### src/rtl/pit_seq_pkg.sv
// pit_seq_pkg: shared states, opcodes and control-word field values for the i8253 command sequencer
package pit_seq_pkg;
    typedef enum logic [2:0] {IDLE, CW, GAP1, LO, GAP2, HI, DONE} state_t;
    typedef enum logic {OP_PROGRAM, OP_READ} op_t;
    localparam logic [1:0] PIT_CW_ADDR = 2'b11;
    localparam logic [1:0] RL_LATCH    = 2'b00;
    localparam logic [1:0] RL_LSB_MSB  = 2'b11;
endpackage

### src/rtl/pit_seq_gap.sv
// pit_seq_gap: loadable down-counter; done is high in the last cycle of a GAP-cycle idle gap
module pit_seq_gap #(
    parameter int GAP = 1
) (
    input  logic clk,
    input  logic reset,
    input  logic load,
    output logic done
);
    localparam int W = GAP > 0 ? $clog2(GAP + 1) : 1;
    logic [W-1:0] cnt;
    always_ff @(posedge clk) begin
        if (reset) cnt <= '0;
        else if (load) cnt <= W'(GAP);
        else if (cnt != '0) cnt <= cnt - W'(1);
    end
    assign done = cnt == W'(1);
endmodule

### src/rtl/pit_sequencer.sv
// pit_sequencer: turns one channel command into i8253 CW/LSB/MSB bus cycles.
// Optional PIT_SEQ_CHKCH_EN rejects cmd_ch==3 with rsp_err instead of running the bus sequence.
module pit_sequencer
    import pit_seq_pkg::*;
#(
    parameter int GAP = 1
) (
    input  logic        clk,
    input  logic        reset,
    input  logic        cmd_valid,
    output logic        cmd_ready,
    input  logic        cmd_op,
    input  logic [1:0]  cmd_ch,
    input  logic [2:0]  cmd_mode,
    input  logic [15:0] cmd_count,
    output logic        rsp_valid,
    output logic [15:0] rsp_data,
    output logic        rsp_err,
    output logic        pit_cs,
    output logic        pit_rd,
    output logic        pit_wr,
    output logic [1:0]  pit_a,
    output logic [7:0]  pit_dout,
    input  logic [7:0]  pit_din
);
    state_t      state, nxt, first_st;
    op_t         op;
    logic [1:0]  ch;
    logic [2:0]  mode;
    logic [15:0] count;
    logic [7:0]  data_lo;
    logic        accept, gap_done, byte_st, prog;

    assign cmd_ready = state == IDLE && !reset;
    assign accept    = cmd_valid && cmd_ready;

`ifdef PIT_SEQ_CHKCH_EN
    logic err;
    always_ff @(posedge clk) begin
        if (reset) err <= 1'b0;
        else if (accept) err <= cmd_ch == 2'd3;
    end
    assign first_st = cmd_ch == 2'd3 ? DONE : CW;
    assign rsp_err  = state == DONE && err;
`else
    assign first_st = CW;
    assign rsp_err  = 1'b0;
`endif

    pit_seq_gap #(.GAP(GAP)) u_gap (
        .clk  (clk),
        .reset(reset),
        .load (state == CW || state == LO),
        .done (gap_done)
    );

    always_comb begin
        nxt = state;
        case (state)
            IDLE:    nxt = accept ? first_st : IDLE;
            CW:      nxt = GAP > 0 ? GAP1 : LO;
            GAP1:    nxt = gap_done ? LO : GAP1;
            LO:      nxt = GAP > 0 ? GAP2 : HI;
            GAP2:    nxt = gap_done ? HI : GAP2;
            HI:      nxt = DONE;
            default: nxt = IDLE;
        endcase
    end

    always_ff @(posedge clk) begin
        if (reset) begin
            state    <= IDLE;
            op       <= OP_PROGRAM;
            ch       <= '0;
            mode     <= '0;
            count    <= '0;
            data_lo  <= '0;
            rsp_data <= '0;
        end else begin
            state <= nxt;
            if (accept) begin
                op    <= op_t'(cmd_op);
                ch    <= cmd_ch;
                mode  <= cmd_mode;
                count <= cmd_count;
            end
            if (accept && first_st == DONE) rsp_data <= '0;
            if (state == LO && op == OP_READ) data_lo <= pit_din;
            // MSB is sampled straight off the bus so the result is complete in DONE
            if (state == HI) rsp_data <= op == OP_READ ? {pit_din, data_lo} : 16'h0000;
        end
    end

    assign byte_st   = state == LO || state == HI;
    assign prog      = op == OP_PROGRAM;
    assign pit_cs    = state == CW || byte_st;
    assign pit_wr    = state == CW || (byte_st && prog);
    assign pit_rd    = byte_st && !prog;
    assign pit_a     = state == CW ? PIT_CW_ADDR : byte_st ? ch : 2'b00;
    assign pit_dout  = state == CW ? (prog ? {ch, RL_LSB_MSB, mode, 1'b0} : {ch, RL_LATCH, 4'b0000})
                     : (byte_st && prog) ? (state == LO ? count[7:0] : count[15:8]) : 8'h00;
    assign rsp_valid = state == DONE;
endmodule

### config.mk
export PLATFORM = sky130hd
export DESIGN_NAME = pit_sequencer
export DESIGN_NICKNAME = d
export VERILOG_FILES = /design/src/rtl/pit_seq_pkg.sv /design/src/rtl/pit_seq_gap.sv /design/src/rtl/pit_sequencer.sv
export SDC_FILE = /design/constraint.sdc
export NUM_CORES = 1
export LEC_CHECK = 0
export ABC_AREA = 1
export CORE_MARGIN = 3
export CORE_UTILIZATION = 25
export DETAILED_ROUTE_END_ITERATION = 16
export PLACE_DENSITY_LB_ADDON = 0.25
export SYNTH_ARGS = -nofsm -noshare
export SYNTH_HDL_FRONTEND = slang
export SYNTH_SLANG_ARGS = --single-unit
export TNS_END_PERCENT = 1
### constraint.sdc
create_clock -name clk -period 1.51 [get_ports clk]
set_input_delay 0.151 -clock clk [delete_from_list [all_inputs] [get_ports clk]]
set_output_delay 0.151 -clock clk [all_outputs]
set_load 0.005 [all_outputs]
Word level (Yosys, flattened, before mapping)
Index checks and enable logic that the tools add are counted.
Storage, ports and cells
  output and inout port bits: 32
  memory bits (writable): 0
  memory bits (read-only): 0
  latch bits: 0
  bits in registers: 50
  memories kept: 0
Cells by class
  reductions and logical operators: 11
  multiplexer cells: 13
  divide/modulo/power cells: 0
  bitwise logic cells: 1
  add/sub/neg operators: 1
  order comparisons: 0
  multiply operators: 0
  equality and inequality tests: 6
  shifts and indexed selects: 0
Operator list (number)
  $mux 8: 3
  $pmux 3 s6: 1
  $mux 16: 1
  $eq 3x3->1 const B: 3
  $eq 3x2->1 const B: 2
  $mux 6: 1
  $logic_and 1x1->1: 5
  $mux 1: 5
  $logic_or 1x1->1: 4
  $mux 2: 2
  $eq 3x1->1 const B: 1
  $logic_not 3->1: 1
  $logic_not 1->1: 1
  $not 1->1: 1
  $sub 1x1->1 const B: 1

Longest topological paths before layout
  depth in word-level cells: 5
  mapped depth: 8
  gate-level depth less buffers: 6

Cells and area by module
Synthesis repeated with hierarchy kept, for this count alone.
Second synthesis, totals
  cells, all modules: 355
  area, all modules: 2366.0 um^2
Modules (own cells, without submodules)
  pit_sequencer: seq. area each 980.9 um^2, cells each 352, times used 1, area an instance 2336.0 um^2
  pit_seq_gap: seq. area each 20.0 um^2, cells each 3, times used 1, area an instance 30.0 um^2

Worst setup path after synthesis
OpenSTA, ideal clock, no wires.
  path type: register to output
  start: register state[1]
  end: output port pit_dout[1]
  path slack: 0.338 ns
  path buffers: 1
  stages on the path, launching flop included: 7
  arrival: 1.021 ns
  cell sequence: dfxtp_1 > buf_4 > nand2_2 > nand2_2 > nor3_2 > nand2_1 > nand2_1
Between the ends
  cells in the longest elaborated chain, start to end: 5
  elaborated cells on any way between the ends: 8
  those cells by class: 3 x eq/ne; 3 x mux; 2 x reduce/logical
Ends and longest elaborated chain
  start, declared: RTL line pit_sequencer.sv:26  | state_t state, nxt, first_st;
  start signal, assigned: RTL line pit_sequencer.sv:80  | state <= nxt;
  $eq 3x2->1 / $eq 3x3->1 (equally long branches): RTL line pit_sequencer.sv:94, pit_sequencer.sv:101
  $logic_or 1x1->1: RTL line pit_sequencer.sv:94  | assign byte_st = state == LO || state == HI;
  $logic_and 1x1->1: RTL line pit_sequencer.sv:101  | : (byte_st && prog) ? (state == LO ? count[7:0] : count[15:8]) : 8'h00;
  $mux 8: RTL line pit_sequencer.sv:101
  $mux 8 (*): RTL line pit_sequencer.sv:100  | assign pit_dout = state == CW ? (prog ? {ch, RL_LSB_MSB, mode, 1'b0} : {ch, RL_LATCH, 4'b0000})
  end, declared: RTL line pit_sequencer.sv:23  | output logic [7:0] pit_dout,
Every way passes the cells marked *; elsewhere a longest branch is shown, timed or not.

Worst setup path in the final report
  start: register state[1]
  end: output port pit_dout[5]
Same word-level chain as after synthesis.

==> metrics.txt <==
status complete, but fails checks; violations in the final reports negative setup slack; max-capacitance violation count 0; 1st-pass router iterations 4; Worst Hold Margin approximately 0.48 ns; pre-CTS worst setup slack -0.209 ns; number of max-slew violations in the final report 0; data arrival time at the worst-slack endpoint approximately 1.5 ns; number of nets produced by synthesis a little under 500; Core Box Area 10500 um^2; Die Span Y ~110 um; starting DRC count in detailed routing between 90 and 100; weighted congestion reported at the end of routability-driven placement a little under 0.8; residual overflow from global routing 0; kind of cell adding the most delay to the critical path buffers and inverters; worst setup path category reg -> out; total power divided by cell area between 700 and 800 nW/um^2; CTS Hold Buffers Added 0; RSZ-0062 raised after global routing true; fmax between 600 and 700 MHz; clock-pin slew reported for the worst setup and hold paths after clock tree synthesis around 0.090 ns; global-route usage over all layers between 10% and 20%; post-route core utilization 36.9%; num ports 65; switching power as a share of total power approximately a quarter; final wirelength between 7000 and 8000 um; final critical-path setup slack -0.132 ns; Max stage delay cell, worst path sky130_fd_sc_hd__dfxtp_4; number of I/O port buffers 63; combinational power share 17.0%; Vias/cell around 4.0; leading post-synthesis cells by instance count sky130_fd_sc_hd__nand2_1, sky130_fd_sc_hd__inv_1, sky130_fd_sc_hd__dfxtp_1; worst-case vdd ir drop 0.000363 V; wire length of the first global-routing pass 12200 um; post-synthesis average cell area 6.11 um^2; half-perimeter wire length after placement 5020 um; fraction of layout instances using a drive strength above 1 between 10% and 20%; pin count of the biggest net entering global routing 26; Post-route DRC 0; synthesized instance count 452; area occupied by registers about 1000 um^2; Worst Path Required 1.36 ns; number of nets in the layout 570; Starting Density between 20% and 30%; number of endpoints with negative hold slack in the final report 0; antenna cells 0; Hold WC Path Type reg -> reg; clock network fraction of total power 34.2%; sinks on the clock net 50; synth-to-layout area growth 40.6%; type of origin of the critical path flip-flop; flop and latch count out of synthesis 50; initial antenna violation count 0; number of synthesized flops with an enable pin 0; library cells used by synthesis 26; final worst clock skew around 0.008 ns; final setup violation count 10; Final period util 109%; CTS tree built; slowest stage delay, CP roughly 0.40 ns; via total after detailed routing 2724; placed cell areas between 3000 and 4000 um^2; die width roughly 110 um; switching power 0.000757 W; Leakage 1.98 nW; fraction of synthesized cell area taken by the top area cell type a little over a third; number of buffers created by CTS 5; CTS Buffer Depth 2; master cell of the clock root buffer sky130_fd_sc_hd__clkbuf_8; sequential area share after synthesis a little over a third; worst path buffer plus inverter count 4; Post-synth top flop sky130_fd_sc_hd__dfxtp_1; cell type with the highest aggregate area in the netlist sky130_fd_sc_hd__dfxtp_1; capturing element type of the critical path output port; internal cell power around 0.0021 W; H-tree depth reported by CTS 2; standard-cell row count 37; crit-path cells nand2_2 > nand2_2 > nor3_2 > buf_4 > buf_6 > buf_4 > nand2_1 > nand2_1 > buf_2; netlist area before placement 2760 um^2; cell area after layout 3880 um^2; multi-input gate area in the final layout 1250 um^2; sequential share of power 48.8%; number of global-route vias before repair about 2500; fraction of registers with async set or reset after synthesis 0%; largest cells by area after synthesis sky130_fd_sc_hd__dfxtp_1, sky130_fd_sc_hd__nand2_1, sky130_fd_sc_hd__inv_1; setup TNS -0.688 ns; top-count cell post-synth sky130_fd_sc_hd__nand2_1; post-route antenna net violation count 0; number of filler cells placed in the layout approximately 1200; routed len/inst approximately 11 um; final critical-path required period between 1.5 and 2 ns; die area approximately 12000 um^2; largest fanout on the critical path 5; number of warnings printed during yosys synthesis 0; clk_lat worst skew between 0.3 and 0.4 ns
[per-layer routing]
layer	vias up	global-route usage [%]	part of all wire (%)	routed length, um
met1	1181	15.6	46	3310
met3	6	2.89	6.8	488
met2	68	19.8	46	3320
met4	0	1.95	0.45	32
met5	-	0	0	0
li1	1469	-	-	-
[stage by stage]
stage,power [W],std cells
finish,0.00286,674
global route,0.00302,674
CTS,0.00290,673
detailed placement,0.00190,653
global placement,0.00189,653
floorplan,0.00169,452
[registers in the layout (all words and copies together), names as in the netlist]
signal,count
ch,2
count,16
data_lo,8
mode,3
op,1
rsp_data,16
state,3
u_gap.done,1
[cells by family (layout without fill, tap and decap cells)]
group	Yosys count	after routing	synth area share, %
buffers and inverters	131	217	20.0
other	1	1	0.136
AO/OA/AOI/OAI	6	6	1.09
AND/OR/NAND/NOR	264	264	42.5
flip-flops	50	50	36.3
[area by class of cell]
class / instances / area share [%]
repair buffers: 101 / 24.1
multi-input cells: 271 / 32.1
flip-flops and latches: 50 / 26.1
clock buffers: 5 / 1.77
well taps: 136 / 4.39
clock inverters: 3 / 1.13
inverters: 108 / 10.4
[path summary, 6_finish.rpt]
check / endpoint / start / slack (ns) / depth (start not counted)
setup reg to reg: data_lo[0]$_SDFFE_PP0P_ / state[1]$_SDFF_PP0_ / 0.14 / 9
hold / removal: state[0]$_SDFF_PP0_ / u_gap.done$_SDFF_PP0_ / 0.48 / 2
hold reg to reg: state[0]$_SDFF_PP0_ / u_gap.done$_SDFF_PP0_ / 0.48 / 2
setup / recovery: pit_dout[5] / state[1]$_SDFF_PP0_ / -0.13 / 9
[timing repair]
action | 4_1_cts | 5_1_grt
endpoints found under the setup margin | 15 | 12
gates resized for setup | 69 | 7
buffers inserted | 12 | 1
pin swaps | 6 | 3
[layout by cell type, fill, tap and decap left out, drive strengths merged]
cell	instances
a21oi	3
buf	49
bufinv	1
clkbuf	7
clkdlybuf4s50	48
clkinv	1
conb	1
dfxtp	50
dlygate4sd2	2
inv	109
nand2	173
nand3	4
nand3b	8
nand4	22
nor2	53
nor3	2
nor3b	1
nor4	1
o21ai	3
[worst register-to-register path, delay by kind of cell, from the launching register on]
kind                   cells  cell delay [ns]
buffers and inverters      4             0.42
and+or+nand+nor            5             0.49
DFF                        1             0.40
[power by group through the flow]
stage	clock [W]	combinational (W)	sequential, W
after floorplan	0	0.000272	0.00141
after global placement	0	0.000467	0.00143
after detailed placement	0	0.000468	0.00143
after CTS	0.00102	0.000486	0.00139
after global routing	0.00107	0.000552	0.00140
final	0.000975	0.000485	0.00139
Power figures use the tool's default switching activity.
